[config.mk]
export PLATFORM = sky130hd
export DESIGN_NAME = inst_mem_responder
export DESIGN_NICKNAME = d
export VERILOG_FILES = /design/src/rtl/inst_mem_responder.sv
export SDC_FILE = /design/constraint.sdc
export NUM_CORES = 2
export LEC_CHECK = 0
export CAP_MARGIN = 20
export CORE_UTILIZATION = 45
export CTS_CLUSTER_SIZE = 8
export DETAILED_ROUTE_END_ITERATION = 8
export PLACE_DENSITY_LB_ADDON = 0.08
export SLEW_MARGIN = 20
export SYNTH_ARGS = -nofsm -noshare
export SYNTH_HDL_FRONTEND = slang
export SYNTH_SLANG_ARGS = --single-unit
[constraint.sdc]
create_clock -name clk -period 10.2 [get_ports clk]
set_input_delay 2.04 -clock clk [delete_from_list [all_inputs] [get_ports clk]]
set_output_delay 2.04 -clock clk [all_outputs]
set_load 0.005 [all_outputs]
[src/rtl/inst_mem_responder.sv]
// Instruction-memory responder: fixed-latency, fully pipelined word fetch for the core,
// with an independent host load port. Core writes are rejected and flagged.
module inst_mem_responder #(
   parameter int                    INST_WIDTH      = 32,
   parameter int                    INST_ADDR_WIDTH = 32,
   parameter int                    MEM_ADDR_WIDTH  = 7,
   parameter int                    READ_LATENCY    = 1,
   parameter logic [INST_WIDTH-1:0] OOR_FILL        = 32'h00000013
) (
   input  logic                       clk,
   input  logic                       rst_n,
   input  logic                       inst_we_core2mem,
   input  logic                       inst_request_core2mem,
   input  logic [INST_ADDR_WIDTH-1:0] inst_addr_core2mem,
   output logic                       inst_valid_mem2core,
   output logic [INST_WIDTH-1:0]      inst_mem2core,
   input  logic                       load_en,
   input  logic [MEM_ADDR_WIDTH-1:0]  load_addr,
   input  logic [INST_WIDTH-1:0]      load_data,
   output logic                       err_illegal_write,
   output logic                       err_out_of_range
);

   localparam int DEPTH = 1 << MEM_ADDR_WIDTH;

   if (MEM_ADDR_WIDTH > INST_ADDR_WIDTH) begin : g_bad_addr_width
      $error("inst_mem_responder: MEM_ADDR_WIDTH must not exceed INST_ADDR_WIDTH");
   end
   if (READ_LATENCY < 1 || READ_LATENCY > 4) begin : g_bad_latency
      $error("inst_mem_responder: READ_LATENCY must be in 1..4");
   end

   logic [INST_WIDTH-1:0]     mem_q [DEPTH];

   logic                      rd_accept;
   logic                      rd_oor;
   logic                      wr_illegal;
   logic [MEM_ADDR_WIDTH-1:0] rd_idx;

   logic [READ_LATENCY-1:0]   pipe_valid_q;
   logic [READ_LATENCY-1:0]   pipe_valid_d;
   logic [INST_WIDTH-1:0]     pipe_data_q [READ_LATENCY];
   logic [INST_WIDTH-1:0]     pipe_data_d [READ_LATENCY];

   logic                      err_illegal_write_q;
   logic                      err_illegal_write_d;
   logic                      err_out_of_range_q;
   logic                      err_out_of_range_d;

   // Range check uses the full core address; indexing uses only the low bits.
   always_comb begin
      rd_oor     = |(inst_addr_core2mem >> MEM_ADDR_WIDTH);
      rd_idx     = inst_addr_core2mem[MEM_ADDR_WIDTH-1:0];
      rd_accept  = inst_request_core2mem & ~inst_we_core2mem;
      wr_illegal = inst_request_core2mem &  inst_we_core2mem;
   end

   // Data in each stage only advances alongside a valid token, so the output
   // word holds the last delivered instruction while no response is due.
   always_comb begin
      pipe_valid_d = '0;
      pipe_data_d  = pipe_data_q;

      pipe_valid_d[0] = rd_accept;
      if (rd_accept) begin
         pipe_data_d[0] = rd_oor ? OOR_FILL : mem_q[rd_idx];
      end

      for (int i = 1; i < READ_LATENCY; i++) begin
         pipe_valid_d[i] = pipe_valid_q[i-1];
         if (pipe_valid_q[i-1]) begin
            pipe_data_d[i] = pipe_data_q[i-1];
         end
      end
   end

   always_comb begin
      err_illegal_write_d = err_illegal_write_q | wr_illegal;
      err_out_of_range_d  = err_out_of_range_q  | (rd_accept & rd_oor);
   end

   always_ff @(posedge clk) begin
      if (!rst_n) begin
         pipe_valid_q        <= '0;
         err_illegal_write_q <= 1'b0;
         err_out_of_range_q  <= 1'b0;
         for (int i = 0; i < READ_LATENCY; i++) begin
            pipe_data_q[i] <= '0;
         end
      end else begin
         pipe_valid_q        <= pipe_valid_d;
         err_illegal_write_q <= err_illegal_write_d;
         err_out_of_range_q  <= err_out_of_range_d;
         for (int i = 0; i < READ_LATENCY; i++) begin
            pipe_data_q[i] <= pipe_data_d[i];
         end
      end
   end

   // Storage has no reset and keeps loading while the rest of the block is held in reset.
   always_ff @(posedge clk) begin
      if (load_en) begin
         mem_q[load_addr] <= load_data;
      end
   end

   assign inst_valid_mem2core = pipe_valid_q[READ_LATENCY-1];
   assign inst_mem2core       = pipe_data_q[READ_LATENCY-1];
   assign err_illegal_write   = err_illegal_write_q;
   assign err_out_of_range    = err_out_of_range_q;

endmodule

# After elaboration in Yosys (flattened, before gate mapping)
# Memory sizes are Yosys's and may differ from the RTL's.
# Index checks and enable logic that the tools add are counted.
# totals
ff_bits	35
latchBits	0
ram_bits	4096
romBits	0
input_bits	76
elab_cells	15
mem_count	1
# memory_table
name	depth	width	rd	rd_ports_with_merged_regs	wr	line_no	text
mem_q	128	32	1	0	1	33	logic [INST_WIDTH-1:0] mem_q [DEPTH];
# op_classes
add_sub_neg	0
n_mul	0
n_div	0
n_lt_le_gt_ge	0
eq_ne	0
n_shift	0
mux	3
bitwise_logic	6
n_reduce_logical	1
# ops
operator	count
$mux W32	1
$reduce_or A25 Y1	1
$and A1 B1 Y1	3
$mux W1	2
$or A1 B1 Y1	2
$not A1 Y1	1

# Longest topological paths before layout
# logic_depth
depth_word	4
ltp_mapped	11

# Worst setup path before layout
# OpenSTA, ideal clock, no wires.
# synth_timing
path_type	input to register
start	input port load_en
end	memory mem_q[98][0] (enable)
arrival_time_ns	4.818
required_time_ns	9.739
path_slack_ns	4.921
stages	3
cell_sequence	clkbuf_1 nand4_1 nor3_1
# synth_between
elab_chain_len	2
# synth_rtl
element	line_no	text
start, declared	17	input logic load_en,
$mux W1	102	if (load_en) begin
$mux W1 (not written as such)	103	mem_q[load_addr] <= load_data;
end, declared	33	
# Every way passes these cells.

# Worst setup path after layout
# layout_timing
start	input port inst_addr_core2mem[0]
end	register pipe_data_q, in the netlist inst_mem2core[30]
# layout_between
elab_chain_len	2
# layout_rtl
element	line_no	text
start, declared	14	input logic [INST_ADDR_WIDTH-1:0] inst_addr_core2mem,
$mem_v2 Z128 W32	n/a	
$mux W32	66	pipe_data_d[0] = rd_oor ? OOR_FILL : mem_q[rd_idx];
end signal, assigned by index	95	pipe_data_q[i] <= pipe_data_d[i];
end, declared	42	logic [INST_WIDTH-1:0] pipe_data_q [READ_LATENCY];
# Every way passes these cells.
# A chain may end at the register's enable or synchronous reset.

==> summary.md <==
| Metric | Value |
|---|---|
| Critical Path Start Type | `input port` |
| Total congestion overflow | `0` |
| Detail Route Antenna Nets | `0` |
| Met3 Use GR | `0.03753` |
| Cts repair resizes | `0` |
| Post-synthesis async set-or-reset flop share | `0` |
| # Post-CTS Setup Buffers | `0` |
| Longest Clk Path Bufs | `4` |
| CTS tree | `yes` |
| Worst setup margin | `4.710 ns` |
| Yosys top cell area share | `0.7806` |
| Layout Skew | `approximately 0.043 ns` |
| Adder-Cell Fraction of Synth Area | `0` |
| Final setup viols | `0` |
| Critical path peak fanout | `96` |
| Min-delay src | `err_illegal_write` |
| First-pass GRT wire length | `between 600000 and 700000 µm` |
| DR vias/cell | `6.348` |
| Gr usage total | `0.2674` |
| Yosys warns | `0` |
| Layout cells sized above 1 | `0.2690` |
| Routed WL per cell | `~38 µm` |
| Die area | `352500 µm²` |
| XOR/XNOR share of the synthesized area | `0` |
| Detailed Route WL | `between 400000 and 500000 µm` |
| Crit path kind | `input port to flop` |
| Largest net degree at the start of global routing | `around 120` |
| Max Cap Viol | `0` |
| Die width | `slightly below 600 µm` |
| Crit path from | `inst_addr_core2mem[0]` |
| Worst-Margin Slew | `about 1.2 ns` |
| Data arrival, critical path | `about 6.4 ns` |
| Met1 Use GR | `0.3786` |
| Largest stage delay, worst path | `0.65 ns` |
| Placeable Area | `around 350000 µm²` |
| Netlist Area Pre-Place | `157600 µm²` |
| Skew-Pair Late Insertion Delay | `approximately 1.0 ns` |
| Via count | `between 70k and 80k` |
| Synth top area cells | `edfxtp_1 (78%), mux4_2 (13%), mux2i_1 (2.4%), a22oi_1 (0.75%), o221ai_1 (0.57%)` |
| Row Count | `~220` |
| # IOs | `111` |
| Area Overhead vs Synth | `15.56%` |
| Post-Syn Instances | `around 7k` |
| #FFs+latches synth | `roughly 4.1k` |
| Post-synthesis cell type count | `53` |
| Synth Area in Simple Gates | `0.01596` |
| Max Transition Viols Final | `0` |
| Setup TNS | `0 ns` |
| Syn avg cell area | `between 20 and 25 µm²` |
| Peak Freq | `0.1822 GHz` |
| PD cells | `roughly 210 nW/µm²` |
| Ys flop type | `edfxtp_1` |
| Minimum clock period | `~5.5 ns` |
| Clk root buf | `clkbuf_16` |
| VDD IR-drop max | `0.1824 mV` |
| GRT busiest layer | `met2` |
| Seq/Total Area, Yosys | `0.7851` |
| Num CTS Buffers | `roughly 590` |
| First-pass DRT Iterations | `8` |
| Worst-case hold slack | `around 0.51 ns` |
| Period utilization | `0.5382` |
| Status | `finished, final reports clean` |
| Number of global-route vias before repair | `~80k` |
| Worst EP required | `11.08 ns` |
| Total clock sinks | `between 4k and 5k` |
| Met2 usage | `0.4344` |
| RSZ-0062 raised after global routing | `no` |
| Die Y-Extent | `593.7 µm` |
| Cell mode on critical path | `buf_12` |
| H-tree Lvls | `6` |
| Post-synth top area cell | `edfxtp_1` |
| Clock Pin Slew Worst Setup and Hold Paths | `0.05 ns` |
| Nets | `7722` |
| Post-Syn Nets | `slightly above 7k` |
| Critical-path top delay cell | `a222oi_1` |
| Setup Slack @ Placement | `around 3.6 ns` |
| PortBufs | `110` |
| Final Hold Viols | `0` |
| Critical path capture point type | `flop` |
| GP Congestion | `just over 0.8` |
| Drt drc | `0` |
| Initial antenna violation count | `37` |
| Worst Hold Class | `flop to flop` |
| EDFF count, synth | `between 4k and 5k` |
| Multiplexer share of the synthesized area | `0.1568` |
| Worst slew margin | `0.1796` |
| RR Startpoint | `mem_q[63][15]` |
| Static Leak | `57.24 nW` |
| Commonest non-fill, non-tap cell in the layout | `edfxtp_1` |
| Largest family of logic cells by synthesized area | `multiplexers` |
| Cells along the critical path | `buf_16, buf_12, buf_12, mux4_2, a22o_1, a31oi_1, o221ai_1, a222oi_1, nand4_1` |
| HPWL Detailed | `259500 µm` |
| Initial drt markers | `a little over 9k` |
| Most frequent cells in the layout | `edfxtp_1 (4096), mux4_2 (921), clkbuf_16 (600)` |
| Initial Utilization | `0.4537` |
| Compound-Gate Fraction of Synth Area | `0.02940` |
| Hold Buf Count CTS | `0` |
## flip-flops by register name, indices dropped and copies added (netlist names)
| signal | count |
|---|---|
| inst_mem2core | 32 |
| err_out_of_range | 1 |
| inst_valid_mem2core | 1 |
| mem_q | 4096 |
| err_illegal_write | 1 |
## report_power, final
group	switching, W	internal, W
registers	0.0000148	0.0188
clock network	0.00690	0.0105
logic	0.00110	0.000552
## through the flow
stage	utilization	cell area, µm²	cells	power, W
6_report	0.5243	182100	12404	0.03783
4_1_cts	0.5242	182000	12387	0.03814
3_3_place_gp	0.4777	165900	11630	0.02075
3_5_place_dp	0.4781	166000	11636	0.02078
5_1_grt	0.5242	182000	12391	0.03884
2_1_floorplan	-	157600	7067	0.01996
## synth_stat cells, drive strengths merged, types with 5 or more instances
master and instances:
or3 6, and2 5, a31oi 14, a22o 6, o21ai 10, o41ai 22, mux2 13, nor4 8
clkbuf 188, nand2b 13, buf 221, a211oi 55, and3 24, mux2i 381, a22oi 158, o221ai 102
nand2 161, dfxtp 35, nor2b 23, a32oi 5, o22a 6, a21oi 109, o211ai 40, mux4 921
nand3 60, nand4 17, o22ai 112, nor2 186, edfxtp 4096, nor3 40
## final timing paths
check | cells after the start | slack [ns] | end
worst max-delay path | 9 | 4.71 | inst_mem2core[30]
worst min-delay path | 2 | 0.51 | err_illegal_write
worst max register to register | 6 | 7.11 | inst_mem2core[15]
worst min register to register | 2 | 0.51 | err_illegal_write
## layer usage
metal,routed length (µm),up-vias
met5,316,-
li1,-,31224
met4,14070,12
met3,32410,667
met2,231400,3417
met1,196100,43426
## area by class of cell
| type | instances | area [µm²] |
|---|---|---|
| diodes | 17 | 42.54 |
| clock buffers | 713 | 15440 |
| repair buffers | 400 | 3435 |
| inverters | 3 | 18.77 |
| flip-flops and latches | 4131 | 123700 |
| fillers | 26750 | 165200 |
| multi-input cells | 2524 | 33160 |
| clock inverters | 38 | 563.0 |
| well taps | 4578 | 5728 |
## logic make-up (layout without fill, tap and decap cells)
| kind of cell | Yosys count | in the layout |
|---|---|---|
| DFF | 4131 | 4131 |
| AOI/OAI and AO/OA | 652 | 652 |
| buffers and inverters | 412 | 1154 |
| muxes | 1315 | 1315 |
| and+or+nand+nor | 557 | 557 |
| other | 0 | 17 |
## critical path, delay by kind of cell
family                 cells  cell delay [ns]
and+or+nand+nor            1             0.16
muxes                      1             0.60
buffers and inverters      3             1.58
AOI/OAI and AO/OA          4             1.45
Note: power is estimated with default switching activity, not from simulation.
